===== config.mk =====
export PLATFORM = sky130hd
export DESIGN_NAME = ofs_plat_prim_uid_multi_flat
export DESIGN_NICKNAME = d
export VERILOG_FILES = /design/src/rtl/ofs_plat_prim_uid_multi_if.sv /design/src/rtl/ofs_plat_prim_uid_multi.sv /design/src/flat_wrapper.sv
export SDC_FILE = /design/constraint.sdc
export NUM_CORES = 1
export LEC_CHECK = 0
export BUFFER_PORTS_ARGS = -buffer_cell sky130_fd_sc_hd__buf_2
export CAP_MARGIN = 20
export CORE_MARGIN = 10
export CORE_UTILIZATION = 61
export CTS_CLUSTER_DIAMETER = 100
export DETAILED_ROUTE_END_ITERATION = 7
export GPL_ROUTABILITY_DRIVEN = 0
export GPL_TIMING_DRIVEN = 1
export PLACE_DENSITY = 0.79
export SYNTH_ARGS = -nofsm -noshare
export SYNTH_HDL_FRONTEND = slang
export SYNTH_SLANG_ARGS = --single-unit

===== constraint.sdc =====
create_clock -name clk -period 6.9 [get_ports clk]
set_input_delay 0.69 -clock clk [delete_from_list [all_inputs] [get_ports clk]]
set_output_delay 0.69 -clock clk [all_outputs]
set_load 0.03 [all_outputs]

===== src/rtl/ofs_plat_prim_uid_multi_if.sv =====
// Bundle of the allocation and retire signals between several tag consumers
// and the shared multi-channel UID allocator.
interface ofs_plat_prim_uid_multi_if #(
  parameter int N_ENTRIES  = 32,
  parameter int N_CHANNELS = 2
);
  localparam int UID_W = $clog2(N_ENTRIES);
  localparam int NB_W  = $clog2(N_ENTRIES + 1);

  logic [N_CHANNELS-1:0]            alloc;
  logic [N_CHANNELS-1:0]            alloc_ready;
  logic [N_CHANNELS-1:0][UID_W-1:0] alloc_uid;
  logic                             free;
  logic [UID_W-1:0]                 free_uid;
  logic                             free_error;
  logic [NB_W-1:0]                  n_busy;

  modport master (
    output alloc, free, free_uid,
    input  alloc_ready, alloc_uid, free_error, n_busy
  );

  modport slave (
    input  alloc, free, free_uid,
    output alloc_ready, alloc_uid, free_error, n_busy
  );
endinterface


===== src/rtl/ofs_plat_prim_uid_multi.sv =====
// Shared pool of transaction UIDs handed round-robin to several channels, with a
// per-channel ownership cap and detection of frees of idle or reserved UIDs.
module ofs_plat_prim_uid_multi #(
  parameter int N_ENTRIES       = 32,
  parameter int N_RESERVED      = 0,
  parameter int N_CHANNELS      = 2,
  parameter int MAX_PER_CHANNEL = N_ENTRIES
) (
  input  logic                         clk,
  input  logic                         reset,
  ofs_plat_prim_uid_multi_if.slave     uid_if
);
  localparam int UID_W = $clog2(N_ENTRIES);
  localparam int CH_W  = (N_CHANNELS > 1) ? $clog2(N_CHANNELS) : 1;
  localparam int CNT_W = $clog2(MAX_PER_CHANNEL + 1);
  localparam int NB_W  = $clog2(N_ENTRIES + 1);

  localparam logic [CNT_W-1:0] CNT_MAX   = CNT_W'(MAX_PER_CHANNEL);
  localparam logic [UID_W:0]   UID_FIRST = (UID_W + 1)'(N_RESERVED);
  localparam logic [UID_W:0]   UID_LIMIT = (UID_W + 1)'(N_ENTRIES);
  localparam logic [CH_W-1:0]  CH_LAST   = CH_W'(N_CHANNELS - 1);

  logic [N_ENTRIES-1:0]             busy_r;
  logic [CH_W-1:0]                  owner_r [N_ENTRIES];
  logic [CNT_W-1:0]                 cnt_r   [N_CHANNELS];
  logic [N_CHANNELS-1:0]            valid_r;
  logic [N_CHANNELS-1:0][UID_W-1:0] uid_r;
  logic [CH_W-1:0]                  rr_r;
  logic                             free_error_r;
  logic [NB_W-1:0]                  n_busy_r;

  logic                  free_legal_s;
  logic [CH_W-1:0]       free_owner_s;
  logic [N_CHANNELS-1:0] consume_s;
  logic [N_CHANNELS-1:0] stage_freed_s;
  logic [N_CHANNELS-1:0] eligible_s;
  logic [UID_W-1:0]      cand_s;
  logic                  cand_found_s;
  logic                  grant_s;
  logic [CH_W-1:0]       grant_ch_s;
  int                    rr_idx_s;

  // Legality and owner lookup of the UID being retired this cycle.
  always_comb begin
    free_legal_s = 1'b0;
    free_owner_s = {CH_W{1'b0}};
    if (uid_if.free && ({1'b0, uid_if.free_uid} >= UID_FIRST) &&
        ({1'b0, uid_if.free_uid} < UID_LIMIT)) begin
      free_legal_s = busy_r[uid_if.free_uid];
      free_owner_s = owner_r[uid_if.free_uid];
    end else begin
      free_legal_s = 1'b0;
    end
  end

  // Per-channel consume, staged-UID retirement and refill eligibility.
  // A legal free owned by the channel lifts its cap in the same cycle.
  always_comb begin
    consume_s     = {N_CHANNELS{1'b0}};
    stage_freed_s = {N_CHANNELS{1'b0}};
    eligible_s    = {N_CHANNELS{1'b0}};
    for (int c = 0; c < N_CHANNELS; c++) begin
      consume_s[c]     = uid_if.alloc[c] & valid_r[c];
      stage_freed_s[c] = free_legal_s & valid_r[c] & (uid_r[c] == uid_if.free_uid);
      eligible_s[c]    = (!valid_r[c] || consume_s[c]) &&
                         ((cnt_r[c] < CNT_MAX) ||
                          (free_legal_s && (free_owner_s == CH_W'(c))));
    end
  end

  // Lowest idle non-reserved UID, searched in the pre-edge busy vector.
  always_comb begin
    cand_s       = {UID_W{1'b0}};
    cand_found_s = 1'b0;
    for (int i = N_ENTRIES - 1; i >= N_RESERVED; i--) begin
      if (!busy_r[i]) begin
        cand_s       = UID_W'(i);
        cand_found_s = 1'b1;
      end else begin
        cand_found_s = cand_found_s;
      end
    end
  end

  // Round-robin pick of the first eligible channel at or after rr.
  always_comb begin
    grant_s    = 1'b0;
    grant_ch_s = {CH_W{1'b0}};
    rr_idx_s   = 0;
    for (int k = 0; k < N_CHANNELS; k++) begin
      rr_idx_s = int'(rr_r) + k;
      if (rr_idx_s >= N_CHANNELS) begin
        rr_idx_s = rr_idx_s - N_CHANNELS;
      end else begin
        rr_idx_s = rr_idx_s;
      end
      if (!grant_s && cand_found_s && eligible_s[rr_idx_s]) begin
        grant_s    = 1'b1;
        grant_ch_s = CH_W'(rr_idx_s);
      end else begin
        grant_s = grant_s;
      end
    end
  end

  // Pool occupancy and ownership.
  always_ff @(posedge clk or posedge reset) begin
    if (reset) begin
      busy_r <= {N_ENTRIES{1'b0}};
      for (int i = 0; i < N_ENTRIES; i++) owner_r[i] <= {CH_W{1'b0}};
    end else begin
      if (free_legal_s) busy_r[uid_if.free_uid] <= 1'b0;
      if (grant_s) begin
        busy_r[cand_s]  <= 1'b1;
        owner_r[cand_s] <= grant_ch_s;
      end
    end
  end

  // Per-channel staging registers and ownership counts.
  always_ff @(posedge clk or posedge reset) begin
    if (reset) begin
      valid_r <= {N_CHANNELS{1'b0}};
      uid_r   <= '0;
      for (int c = 0; c < N_CHANNELS; c++) cnt_r[c] <= {CNT_W{1'b0}};
    end else begin
      for (int c = 0; c < N_CHANNELS; c++) begin
        if (grant_s && (grant_ch_s == CH_W'(c))) begin
          valid_r[c] <= 1'b1;
          uid_r[c]   <= cand_s;
        end else if (consume_s[c] || stage_freed_s[c]) begin
          valid_r[c] <= 1'b0;
        end
        case ({grant_s && (grant_ch_s == CH_W'(c)),
               free_legal_s && (free_owner_s == CH_W'(c))})
          2'b10:   cnt_r[c] <= cnt_r[c] + CNT_W'(1);
          2'b01:   cnt_r[c] <= cnt_r[c] - CNT_W'(1);
          default: cnt_r[c] <= cnt_r[c];
        endcase
      end
    end
  end

  // Arbitration pointer, busy count and illegal-free pulse.
  always_ff @(posedge clk or posedge reset) begin
    if (reset) begin
      rr_r         <= {CH_W{1'b0}};
      n_busy_r     <= {NB_W{1'b0}};
      free_error_r <= 1'b0;
    end else begin
      if (grant_s) rr_r <= (grant_ch_s == CH_LAST) ? {CH_W{1'b0}} : grant_ch_s + CH_W'(1);
      case ({grant_s, free_legal_s})
        2'b10:   n_busy_r <= n_busy_r + NB_W'(1);
        2'b01:   n_busy_r <= n_busy_r - NB_W'(1);
        default: n_busy_r <= n_busy_r;
      endcase
      free_error_r <= uid_if.free & ~free_legal_s;
    end
  end

  assign uid_if.alloc_ready = valid_r;
  assign uid_if.alloc_uid   = uid_r;
  assign uid_if.free_error  = free_error_r;
  assign uid_if.n_busy      = n_busy_r;
endmodule


===== src/flat_wrapper.sv =====
// flat-port wrapper written by rule: the top's interface ports become plain ports
module ofs_plat_prim_uid_multi_flat 
#(
  parameter int N_ENTRIES       = 32,
  parameter int N_RESERVED      = 0,
  parameter int N_CHANNELS      = 2,
  parameter int MAX_PER_CHANNEL = N_ENTRIES
)
  (clk, reset, uid_if_alloc, uid_if_free, uid_if_free_uid, uid_if_alloc_ready, uid_if_alloc_uid, uid_if_free_error, uid_if_n_busy);
  ofs_plat_prim_uid_multi_if #(.N_ENTRIES(N_ENTRIES), .N_CHANNELS(N_CHANNELS)) uid_if_i ();
  input  logic clk;
  input  logic reset;
  input wire logic [$bits(uid_if_i.alloc)-1:0] uid_if_alloc;
  input wire logic [$bits(uid_if_i.free)-1:0] uid_if_free;
  input wire logic [$bits(uid_if_i.free_uid)-1:0] uid_if_free_uid;
  output wire logic [$bits(uid_if_i.alloc_ready)-1:0] uid_if_alloc_ready;
  output wire logic [$bits(uid_if_i.alloc_uid)-1:0] uid_if_alloc_uid;
  output wire logic [$bits(uid_if_i.free_error)-1:0] uid_if_free_error;
  output wire logic [$bits(uid_if_i.n_busy)-1:0] uid_if_n_busy;
  assign uid_if_i.alloc = uid_if_alloc;
  assign uid_if_i.free = uid_if_free;
  assign uid_if_i.free_uid = uid_if_free_uid;
  assign uid_if_alloc_ready = uid_if_i.alloc_ready;
  assign uid_if_alloc_uid = uid_if_i.alloc_uid;
  assign uid_if_free_error = uid_if_i.free_error;
  assign uid_if_n_busy = uid_if_i.n_busy;
  ofs_plat_prim_uid_multi #(.N_ENTRIES(N_ENTRIES), .N_RESERVED(N_RESERVED), .N_CHANNELS(N_CHANNELS), .MAX_PER_CHANNEL(MAX_PER_CHANNEL)) u_core (.clk(clk), .reset(reset), .uid_if(uid_if_i));
endmodule

==> run summary <==
Status -> completed
Critical Path, Cell by Cell -> buf_2 -> mux2i_1 -> o22ai_1 -> nor4_2 -> o22a_2 -> inv_2 -> a21boi_4 -> nor2_2 -> a211oi_4 -> inv_1 -> ha_1 -> ha_1 -> a21o_1 -> a21oi_1 -> o21bai_1 -> a21oi_1 -> xor2_1 -> nor2_1 -> xor2_1
Hpwl dp -> 9670 µm
Leakage power -> 2.78 nW
Peak VDD IR -> 289 µV
Finished Layout Cells -> 670
Placed Cells -> 655
Post-Route WL -> 14,000 µm
Clock latency on the worst-skew pair -> 0.39 ns
Final net count -> 583
Clock Tree Root -> clkbuf_8
Max-slew headroom -> 25.1%
Clock buffer depth -> 2
# rows -> 34
Post-CTS setup buffer count -> 0
Library cells used by synthesis -> 63
Most used routing layer -> met2
Routed Antenna Nets -> 0
Antenna violations before repair -> 0
Residual DRC -> 0
Final hold violations -> 0
Syn_nets -> 571
Startpoint Class -> input pin
I/O pin count -> 29
Async SR Flop Fraction -> 100%
Die Ht -> 116 µm
Critical-path top delay cell -> buf_2
Max Slew Vio Count -> 0
Routing usage on met2 -> 33.8%
Met3 global-route usage -> 5.37%
Area Growth Syn to Fin -> 5.32%
Hold WS -> 0.296 ns
Origin of the critical flop-to-flop path -> u_core.busy_r[0]$_DFF_PP0_
Die Area -> 13,400 µm²
Cells after synthesis -> 546
DR vias -> 4,408
Hold/Removal Path Class -> input pin to async pin
EDFF count, synth -> 0
Met1 GRT Util -> 27.9%
Max Fclk -> 0.198 GHz
Number of vias per cell -> 6.58
Drt pass-1 iters -> 6
Worst-Margin Slew -> 1.12 ns
Crit Path Class -> input pin to flip-flop
Global-route wire length before repair -> 23,400 µm
Pwr Density -> 478 nW/µm²
Data required, critical path -> 7.17 ns
Core area -> 8850 µm²
Worst-path fanout max -> 38
Post-CTS sizing -> 0
Buffers on Ports -> 28
Setup TNS -> 0 ns
Dominant synthesized flop cell -> dfrtp_1
Synth warnings -> 0
CTS Buf Count -> 9
Chip Width -> 116 µm
Synthesis-stage register bit count -> 96
TritonCTS clock tree -> done
Worst setup EP type -> flip-flop
Total Routing Usage GR -> 21.8%
Final setup violation count -> 0
Vias in the first global route -> 4,479
Setup Skew -> 0.0143 ns
Post-synthesis instance area -> 5620 µm²
Initial Util -> 63.5%
1st-iter DRT viols -> 486
Critical Path Max Stage Delay -> 0.82 ns
Avg Inst Size Synth -> 10.3 µm²
Share of layout cells above drive strength 1 -> 15.7%
Sink Count -> 96
# hold bufs at CTS -> 0
Post-DR wirelength/cell -> 20.9 µm
Seq/Total Area, Yosys -> 42.8%
Total congestion overflow -> 0
Worst EP arrival -> 5.32 ns
Reg clk slew, reported paths -> 0.09 ns
H-tree levels -> 3
Largest net degree at the start of global routing -> 63
# diodes -> 0
Fin crit share -> 73.2%
Max-cap violations -> 0
Critical Path Start -> uid_if_free_uid[1]
Fin crit period -> 5.05 ns
RSZ-0062 raised after global routing -> false
-- placed cells by master (no fill, tap or decap), types with 5 or more instances in the layout --
cell / count
a21o_1: 5
a21oi_1: 18
buf_2: 28
clkbuf_8: 9
dfrtp_1: 96
ha_1: 13
inv_1: 18
mux2_1: 20
mux2_2: 15
mux2_4: 8
mux2i_1: 35
nand2_1: 56
nand3_1: 16
nand4_1: 29
nor2_1: 18
nor4_1: 6
o21ai_0: 47
o22ai_1: 15
xnor2_1: 15
xor2_1: 15
-- per-stage QoR --
step | setup slack [ns] | power (mW) | area (µm²) | utilization (%)
after floorplan | 2.68 | 2.04 | 5620 | -
after global placement | 1.70 | 2.34 | 5710 | 64.6
after global routing | 1.57 | 2.99 | 5920 | 66.9
after detailed placement | 1.53 | 2.40 | 5710 | 64.6
after CTS | 1.88 | 2.80 | 5920 | 66.9
final | 1.85 | 2.82 | 5920 | 66.9
-- final cells by class --
type | count | area, µm²
clock inverters | 4 | 70.1
clock buffers | 11 | 131
well taps | 108 | 135
repair buffers | 31 | 163
multi-input cells | 400 | 2940
fillers | 712 | 2930
flip-flops and latches | 96 | 2400
inverters | 20 | 77.6
-- Yosys cell counts, types with 8 or more instances --
library cell | number | area (µm²)
xor2_1 | 15 | 131
mux2_2 | 15 | 169
buf_6 | 10 | 113
nand2_1 | 56 | 210
xnor2_1 | 15 | 131
mux2_4 | 8 | 120
nand4_1 | 29 | 181
o22ai_1 | 15 | 93.8
ha_1 | 13 | 163
a21oi_1 | 18 | 90.1
o21ai_0 | 47 | 235
nor2_1 | 18 | 67.6
inv_1 | 19 | 71.3
nand3_1 | 16 | 80.1
mux2i_1 | 35 | 350
mux2_1 | 20 | 225
dfrtp_1 | 96 | 2400
-- cell families (layout without fill, tap and decap cells) --
kind of cell	count (synthesis)	after routing	synth area share (%)
xor gates and xnor gates	30	30	4.68
buffers and inverters	50	66	5.08
muxes	79	79	15.6
AOI/OAI and AO/OA	113	113	13.2
adders and majority gates	15	15	3.61
and+or+nand+nor	163	163	15.1
DFF	96	96	42.8
-- sequential cells by signal, summed over array words and instances, names as in the netlist --
name / count
u_core.cnt_r: 12
u_core.owner_r: 32
u_core.uid_if.free_error: 1
u_core.uid_if.alloc_uid: 10
u_core.rr_r: 1
u_core.uid_if.alloc_ready: 2
u_core.uid_if.n_busy: 6
u_core.busy_r: 32
-- critical path: cells and delay by family --
family	cells	cell delay (ns)
XOR/XNOR	2	0.31
AO/OA/AOI/OAI	8	1.76
multiplexers	1	0.31
adder cells (fa/ha/maj)	2	0.61
buffers and inverters	3	0.99
AND/OR/NAND/NOR	3	0.59
-- where the power goes --
group          total (mW)  switching [mW]  internal, mW
sequential          0.957           0.196         0.761
clock               0.394           0.192         0.201
combinational        1.47           0.920         0.554
total                2.82            1.31          1.52
-- layer usage --
metal | vias up | wire (µm)
met5 | - | 0
met3 | 52 | 1230
li1 | 2003 | -
met4 | 0 | 541
met1 | 2131 | 5750
met2 | 222 | 6480
-- final timing paths --
path / to / slack (ns) / cells past startpoint
min: u_core.owner_r[5]$_DFFE_PP0P_ / 0.30 / 2
max reg2reg: u_core.cnt_r[5]$_DFFE_PP0P_ / 2.38 / 16
max in group asynchronous: u_core.cnt_r[2]$_DFFE_PP0P_ / 5.47 / 3
min reg2reg: u_core.uid_if.n_busy[5]$_DFFE_PP0P_ / 0.47 / 1
min in group clk: u_core.uid_if.n_busy[5]$_DFFE_PP0P_ / 0.47 / 1
max: u_core.cnt_r[11]$_DFFE_PP0P_ / 1.85 / 19
Note: power is estimated with default switching activity, not from simulation.
